===== src/rtl/gap_pkg.sv =====
// gap_pkg: shared constants and state type
// for the gap analyser and gap_gen.
package gap_pkg;

  localparam int WIDTH   = 32;
  localparam int CNT_W   = 5;
  localparam int MAX_GAP = 30;

  typedef enum logic [1:0] {
    IDLE  = 2'd0,
    SHIFT = 2'd1,
    DONE  = 2'd2
  } gap_gen_state_t;

endpackage


===== src/rtl/gap_mask_gen.sv =====
// gap_mask_gen: builds the single-gap test mask
// and flags requests whose gap does not fit.
module gap_mask_gen
  import gap_pkg::MAX_GAP;
#(
  parameter int WIDTH = gap_pkg::WIDTH,
  parameter int CNT_W = gap_pkg::CNT_W
) (
  input  logic [CNT_W-1:0] gap_len,
  input  logic [CNT_W-1:0] gap_pos,
  output logic [WIDTH-1:0] mask,
  output logic             ok
);

  logic [CNT_W:0] lo;
  logic [CNT_W:0] hi;
  logic           fits;
  logic           len_ok;

  // zeros sit strictly above gap_pos, up to gap_pos+gap_len
  always_comb begin
    lo   = {1'b0, gap_pos};
    hi   = lo + {1'b0, gap_len};
    mask = '1;
    for (int i = 0; i < WIDTH; i++) begin
      if (((CNT_W+1)'(i) > lo) &&
          ((CNT_W+1)'(i) <= hi)) begin
        mask[i] = 1'b0;
      end
    end
  end

  // the upper bounding one must still be inside the word
  always_comb begin
    len_ok = {1'b0, gap_len} <= (CNT_W+1)'(MAX_GAP);
    fits   = (hi + 1'b1) <= (CNT_W+1)'(WIDTH-1);
    ok     = (gap_len == '0) || (len_ok && fits);
  end

endmodule


===== src/rtl/gap_gen.sv =====
// gap_gen: serial/parallel test-word generator
// with one zero run of programmable length.
module gap_gen
  import gap_pkg::gap_gen_state_t;
  import gap_pkg::IDLE;
  import gap_pkg::SHIFT;
  import gap_pkg::DONE;
#(
  parameter int WIDTH = gap_pkg::WIDTH,
  parameter int CNT_W = gap_pkg::CNT_W
) (
  input  logic             clk,
  input  logic             rst,
  input  logic             start,
  input  logic [CNT_W-1:0] gap_len,
  input  logic [CNT_W-1:0] gap_pos,
  output logic             bit_out,
  output logic             bit_valid,
  output logic [WIDTH-1:0] data,
  output logic             data_valid,
  output logic             busy,
  output logic             done,
  output logic             err
);

  gap_gen_state_t   state;
  logic [CNT_W-1:0] cnt;
  logic [CNT_W-1:0] nxt;
  logic [WIDTH-1:0] mask_q;
  logic [WIDTH-1:0] mask_c;
  logic             ok_c;
  logic             last;

  gap_mask_gen #(
    .WIDTH (WIDTH),
    .CNT_W (CNT_W)
  ) u_mask (
    .gap_len (gap_len),
    .gap_pos (gap_pos),
    .mask    (mask_c),
    .ok      (ok_c)
  );

  // next bit index and end-of-word detect
  always_comb begin
    nxt  = cnt + 1'b1;
    last = (cnt == CNT_W'(WIDTH-1));
  end

  // bit 0 leaves on the accepting edge so bit i
  // is on the wire while cnt == i
  always_ff @(posedge clk or negedge rst) begin
    if (!rst) begin
      state      <= IDLE;
      cnt        <= '0;
      mask_q     <= '0;
      data       <= '0;
      bit_out    <= 1'b0;
      bit_valid  <= 1'b0;
      data_valid <= 1'b0;
      busy       <= 1'b0;
      done       <= 1'b0;
      err        <= 1'b0;
    end else begin
      done <= 1'b0;
      err  <= 1'b0;
      unique case (state)
        IDLE: begin
          if (start && ok_c) begin
            state      <= SHIFT;
            mask_q     <= mask_c;
            cnt        <= '0;
            data       <= {{(WIDTH-1){1'b0}}, mask_c[0]};
            data_valid <= 1'b0;
            busy       <= 1'b1;
            bit_out    <= mask_c[0];
            bit_valid  <= 1'b1;
          end else if (start) begin
            err <= 1'b1;
          end
        end
        SHIFT: begin
          cnt <= nxt;
          if (last) begin
            state      <= DONE;
            bit_out    <= 1'b0;
            bit_valid  <= 1'b0;
            done       <= 1'b1;
            data_valid <= 1'b1;
          end else begin
            bit_out   <= mask_q[nxt];
            data[nxt] <= mask_q[nxt];
          end
        end
        DONE: begin
          state <= IDLE;
          busy  <= 1'b0;
        end
        default: begin
          state     <= IDLE;
          busy      <= 1'b0;
          bit_valid <= 1'b0;
        end
      endcase
    end
  end

endmodule


===== config.mk =====
export PLATFORM = sky130hd
export DESIGN_NAME = gap_gen
export DESIGN_NICKNAME = d
export VERILOG_FILES = /design/src/rtl/gap_pkg.sv /design/src/rtl/gap_mask_gen.sv /design/src/rtl/gap_gen.sv
export SDC_FILE = /design/constraint.sdc
export NUM_CORES = 1
export LEC_CHECK = 0
export CAP_MARGIN = 10
export CORE_MARGIN = 4
export CORE_UTILIZATION = 57
export DETAILED_ROUTE_END_ITERATION = 8
export PLACE_DENSITY_LB_ADDON = 0.08
export SYNTH_ARGS = -nofsm -noshare
export SYNTH_HDL_FRONTEND = slang
export SYNTH_SLANG_ARGS = --single-unit

===== constraint.sdc =====
create_clock -name clk -period 4.2 [get_ports clk]
set_input_delay 0.84 -clock clk [delete_from_list [all_inputs] [get_ports clk]]
set_output_delay 0.84 -clock clk [all_outputs]
set_load 0.01 [all_outputs]

==> flow_summary.yaml, run 1 <==
run_status:
  outcome: "finished, final reports clean"
cts:
  cts.htree.levels: 3
  cts-root-buf: "clkbuf_8"
  cts.repair.resized: 0
  cts_buffers: 9
  cts_tree: "yes"
  clkTransAtPathRegs_ns: 0.09
  clockBufferDepth: 2
  clock_latency_ns: 0.36
  cts_num_sinks: 77
  post_cts_buffers: 0
  cts-hold-fix-buffers: 0
routing:
  drc: 0
  vias_per_cell: 6.747
  wl_per_cell_um: 20.10
  wl_met3_um: 898
  drt_first_pass_iters: 5
  drt-met1-wl_mm: 5.239
  ant_nets: 0
  wl_mm: 12.96
  num_vias: 4352
  wl_met2_mm: 6.438
  drtIter0Drc: 324
  top_layer_used: "met4"
min_path:
  hp-class: "register to register"
placement:
  dp_hpwl_mm: 8.999
  dpl_worst_slack_ns: 0.07369
  place_congestion: 0.9500
  portBuffers: 50
finish:
  fin_nets: 563
  utilization_pct: 71.03
  fill_cells: 627
  final_layout_size_suffix_gt1_share_pct: 12.71
  mostFrequentLayoutCell: "dfrtp_1"
  syn2layout_area_growth_pct: 18.43
  mostFrequentLayoutCells: "dfrtp_1, clkdlybuf4s50_1, nand2_1"
  diodes: 0
setup_path:
  start_kind: "primary input"
  end_kind: "register"
  cp_max_fo: 24
  crit_required_ns: 4.44
  worstPathArrival_ns: 4.02
  crit_type: "primary input to register"
synth:
  synthFlopType: "dfrtp_1"
  synth_warnings: 0
  synth-seq-area-share_pct: 40.73
  syn_inst: 495
  synth-edff-count: 0
  syn_avg_cell_area_sq_um: 9.557
  synth_cell_types: 61
  synth_area_sq_mm: 0.004731
  async_reset_ff_share_pct: 100.0
  syn-num-nets: 520
  synth-seq-cells: 77
global_routing:
  grt_max_degree: 78
  track_usage_pct: 27.38
  antenna_found_initial: 0
  grt_remaining_overflow: 0
  grt_first_pass_wirelength_mm: 21.96
  grt_pass1_vias: 4350
pwr:
  finalPower_w: 0.004096
  p_leak_nw: 2.360
  ir_drop_uv: 432.3
  power.density_mw_per_mm2: 731.1
sta:
  fin_setup_tns_ns: 0
  fin_crit_sh_pct: 89.78
  period_minus_slack_ns: 3.771
  fmax_mhz: 265.2
  finalSetupViolCount: 0
  hold_viol: 0
  worst_slew_pin_slew_ns: 0.9634
  rsz0062_at_grt: "false"
  hold_slack_ns: 0.4882
  max_slew_margin_pct: 35.78
  finClkSkew_ns: 0.01049
  finalMaxSlewViolations: 0
  fin_ws_ns: 0.4292
floorplanning:
  die_h_um: 99.10
  fp.coreArea_sq_mm: 0.007888
  core.rowCount: 32
  die_w_um: 99.10
  io_pins: 51
  start_util_pct: 59.98
  fp.dieArea_sq_mm: 0.009821
run:
  max-cap-violations: 0
[metrics by stage]
stage	instances	area, sq um
2_1_floorplan	495	4731
3_3_place_gp	629	5421
3_5_place_dp	629	5421
4_1_cts	645	5603
5_1_grt	645	5603
6_report	645	5603
[cell type report]
type | instances | area (sq um) | area share [%]
Clock inverter | 7 | 57.56 | 1.027
Timing Repair Buffer | 81 | 743.2 | 13.26
Tap cell | 102 | 127.6 | 2.278
Sequential cell | 77 | 1927 | 34.39
Inverter | 10 | 37.54 | 0.6699
Multi-Input combinational cell | 359 | 2586 | 46.16
Clock buffer | 9 | 123.9 | 2.211
[cell usage after synthesis (all sizes together) (3+ instances only)]
| master | instances | area (sq um) |
|---|---|---|
| buf | 14 | 67.57 |
| a21oi | 11 | 55.05 |
| o22ai | 11 | 68.82 |
| and2 | 7 | 43.80 |
| mux4 | 8 | 180.2 |
| mux2 | 16 | 180.2 |
| o32ai | 4 | 35.03 |
| a32o | 31 | 310.3 |
| nor3 | 26 | 130.1 |
| o21bai | 5 | 37.54 |
| nand2 | 48 | 180.2 |
| nor4 | 3 | 18.77 |
| o211ai | 5 | 37.54 |
| or3 | 3 | 18.77 |
| nand2b | 5 | 31.28 |
| nand3 | 7 | 35.03 |
| o31ai | 5 | 37.54 |
| a31oi | 12 | 75.07 |
| dfrtp | 77 | 1927 |
| clkbuf | 35 | 131.4 |
| nor2 | 18 | 67.56 |
| a21o | 20 | 150.1 |
| inv | 10 | 37.54 |
| o21ai | 47 | 235.2 |
| xor2 | 3 | 33.79 |
| ha | 11 | 137.6 |
| o21a | 3 | 22.52 |
| and3 | 5 | 31.28 |
| a41oi | 8 | 70.07 |
[flip-flops by register name, indices dropped and copies added (netlist names)]
signal and count:
state 2, data_valid 1, data 32, bit_out 1, busy 1, done 1
bit_valid 1, mask_q 32, err 1, cnt 5
[final timing paths]
path | startpoint | to | slack [ns] | cells past startpoint
hold / removal | mask_q[17] | mask_q[17] | 0.49 | 1
setup reg to reg | cnt[1] | data[15] | 0.85 | 10
hold reg to reg | mask_q[17] | mask_q[17] | 0.49 | 1
min in group asynchronous | rst | data[6] | 0.62 | 1
max in group asynchronous | rst | mask_q[12] | 2.94 | 1
setup / recovery | gap_len[0] | mask_q[4] | 0.43 | 10
[critical path: stages]
cell	delay, ns
clkdlybuf4s50_1	0.45
ha_1	0.27
fa_1	0.47
xor2_2	0.21
o2111ai_1	0.18
a2111oi_4	0.49
mux2i_4	0.32
or2_1	0.22
buf_12	0.20
mux2_2	0.35
[metal layers]
| layer | up-vias | global-route usage (%) |
|---|---|---|
| met5 | - | 0 |
| met4 | 0 | 12.18 |
| met3 | 33 | 3.226 |
| met2 | 221 | 45.82 |
| met1 | 2126 | 35.82 |
| li1 | 1972 | - |
[power breakdown]
| group | internal, W | leakage, nW | switching (W) | total (W) |
|---|---|---|---|---|
| Sequential | 0.00104 | 0.935 | 0.000197 | 0.00124 |
| Combinational | 0.00103 | 1.34 | 0.00130 | 0.00233 |
| Clock | 0.000223 | 0.0881 | 0.000309 | 0.000531 |
| Total | 0.00229 | 2.36 | 0.00181 | 0.00410 |
[cell families (layout without fill, tap and decap cells)]
family	Yosys count	after routing	synth area share (%)
and+or+nand+nor	138	138	14.52
adders and majority gates	12	12	3.332
xor gates and xnor gates	5	5	1.085
AOI/OAI and AO/OA	179	179	27.51
muxes	25	25	7.829
DFF	77	77	40.73
buffers and inverters	59	107	4.999
(Power assumes the default switching activity.)
==> run 2, diff against run 1 <==
- ABC_AREA: default -> 1
==> run 2 against run 1 <==
Net effect:
- die area down 0.41%
- sequential share of layout area up 1.1 points
- clock power increased by 13%
- critical endpoint is now mask_q[23]
- largest power group unchanged
- highest routed layer unchanged
==> flow_summary.yaml, run 2 <==
placement:
  place_congestion: 0.9455
  portBuffers: 50
  dp_hpwl_mm: 9.166
finish:
  mostFrequentLayoutCell: "nand2_1"
  fin_nets: 738
  mostFrequentLayoutCells: "nand2_1, o21ai_0, nor2_1"
  reg.largest.list: "data x32, mask_q x32, cnt x5"
  diodes: 0
  syn2layout_area_growth_pct: 15.25
  final_layout_size_suffix_gt1_share_pct: 5.014
setup_path:
  worstPathArrival_ns: 3.62
  crit_required_ns: 4.41
  crit_chain: "clkdlybuf4s50_1 > ha_1 > fa_1 > nand3_1 > nand2_1 > nand2_1 > nand2_1 > nand2_1 > clkinv_1 > nor2_1 > o21ai_0 > a21oi_1 > o21ai_0"
  cpMaxStageDelayCell: "clkdlybuf4s50_1"
  crit_type: "primary input to register"
  start_kind: "primary input"
  cpMostUsedCell: "nand2_1"
  cp_max_fo: 9
  worst_path_largest_cell_delay_ns: 0.47
  end_kind: "register"
cts:
  clock_latency_ns: 0.35
  post_cts_buffers: 0
  clockBufferDepth: 2
  cts.htree.levels: 3
  cts_tree: "yes"
  cts.repair.resized: 0
  cts-root-buf: "clkbuf_8"
  clkTransAtPathRegs_ns: 0.09
  cts-hold-fix-buffers: 0
  cts_buffers: 9
  cts_num_sinks: 77
synth:
  synth_area_sq_mm: 0.004710
  ys_top_cells_by_area: "dfrtp_1, nand2_1, o21ai_0"
  syn_avg_cell_area_sq_um: 6.956
  synth_cell_types: 31
  synth_largest_area_cell: "dfrtp_1"
  synth_warnings: 0
  synthFlopType: "dfrtp_1"
  synthTopCellsByCount: "nand2_1, o21ai_0, nor2_1"
  synth-seq-cells: 77
  syn-num-nets: 702
  synth-edff-count: 0
  yosysMostFrequentCell: "nand2_1"
  yosysTopAreaCellShare_pct: 40.91
  syn_inst: 677
  async_reset_ff_share_pct: 100.0
  synth-seq-area-share_pct: 40.91
pwr:
  ir_drop_uv: 469.1
  switching_power_w: 0.002044
  pwr-share-clk_pct: 14.4
  p_leak_nw: 2.652
  seq_power_share_pct: 29.6
  p_int_w: 0.002128
  netSwitchingFraction_pct: 48.98
  comb_power_share_pct: 56.0
  power.density_mw_per_mm2: 768.6
floorplanning:
  die_h_um: 98.90
  fp.dieArea_sq_mm: 0.009780
  die_w_um: 98.90
  start_util_pct: 59.71
  io_pins: 51
  core.rowCount: 32
  fp.coreArea_sq_mm: 0.007888
min_path:
  hp-class: "register to register"
routing:
  wl_per_cell_um: 15.86
  drtIter0Drc: 366
  num_vias: 4711
  drt_first_pass_iters: 5
  ant_nets: 0
  drc: 0
  vias_per_cell: 5.745
  wl_mm: 13.00
sta:
  max_slew_margin_pct: 35.35
  finClkSkew_ns: 0.01874
  hold_viol: 0
  fmax_mhz: 293.4
  worst_slew_pin_slew_ns: 0.9698
  rsz0062_at_grt: "false"
  fin_setup_tns_ns: 0
  finalMaxSlewViolations: 0
  period_minus_slack_ns: 3.409
  finalSetupViolCount: 0
  hold_slack_ns: 0.4755
  fin_crit_sh_pct: 81.16
global_routing:
  grt_first_pass_wirelength_mm: 21.87
  grt_pass1_vias: 4540
  grt_remaining_overflow: 0
  track_usage_pct: 27.52
  antenna_found_initial: 0
  grt_max_degree: 78
run:
  max-cap-violations: 0
run_status:
  outcome: "finished, final reports clean"
[run 2: changes by cell type after synthesis, sizes merged, moves of 16 or more]
| cell | before | now |
|---|---|---|
| nand2 | 48 | 207 |
| nor2 | 18 | 90 |
| nand3 | 7 | 52 |
| o21ai | 47 | 91 |
| inv | 10 | 50 |
| a32o | 31 | 0 |
| a21o | 20 | 0 |
| clkbuf | 35 | 16 |
| mux2 | 16 | 0 |
[run 2: metal layers]
layer  vias up  global-route usage (%)  share of wire, %
li1       2278                       -                 -
met1      2201                   38.01                44
met2       210                   43.44                46
met3        22                   6.016               7.9
met4         0                   8.403               1.8
met5         -                       0                 0
[run 2: cell type report]
type / instances / area (sq um)
Multi-Input combinational cell: 516 / 2402
Timing Repair Buffer: 58 / 570.5
Tap cell: 102 / 127.6
Clock inverter: 6 / 71.32
Fill cell: 642 / 2460
Sequential cell: 77 / 1927
Clock buffer: 10 / 137.6
Inverter: 51 / 191.4
[run 2: critical path: cells and delay by family]
| family | cells | cell delay [ns] |
|---|---|---|
| AND/OR/NAND/NOR | 6 | 0.93 |
| buffers and inverters | 2 | 0.78 |
| adder cells (fa/ha/maj) | 2 | 0.68 |
| AO/OA/AOI/OAI | 3 | 0.37 |
[run 2: kinds of logic after synthesis]
group	count (synthesis)	synth area share [%]
and+or+nand+nor	371	32.41
AOI/OAI and AO/OA	131	14.88
buffers and inverters	84	8.077
DFF	77	40.91
adders and majority gates	12	3.347
xor gates and xnor gates	2	0.3720
[run 2: final timing paths]
check / startpoint / endpoint / cells past startpoint / slack, ns
min reg2reg: data[10] / data[10] / 2 / 0.48
max in group asynchronous: rst / mask_q[23] / 1 / 2.93
max reg2reg: cnt[0] / data[1] / 16 / 1.19
min in group asynchronous: rst / mask_q[11] / 1 / 0.64
max: gap_pos[0] / mask_q[23] / 13 / 0.79
min: data[10] / data[10] / 2 / 0.48
[run 2: through the flow]
stage / worst slack (ns) / power [W] / instance area (sq um) / instances / utilization (%)
2_1_floorplan: 1.119 / 0.002787 / 4710 / 677 / -
3_3_place_gp: 0.5377 / 0.003445 / 5219 / 804 / 66.16
3_5_place_dp: 0.4899 / 0.003530 / 5219 / 804 / 66.16
4_1_cts: 0.8404 / 0.004142 / 5428 / 820 / 68.81
5_1_grt: 0.5138 / 0.004499 / 5428 / 820 / 68.81
6_report: 0.7913 / 0.004172 / 5428 / 820 / 68.81
[run 2: power groups by stage]
stage          clock network (W)  logic (W)  registers (W)
2_1_floorplan                  0    0.00153        0.00126
5_1_grt                 0.000639    0.00259        0.00127
4_1_cts                 0.000602    0.00231        0.00123
3_5_place_dp                   0    0.00229        0.00124
6_report                0.000599    0.00234        0.00123
3_3_place_gp                   0    0.00222        0.00123
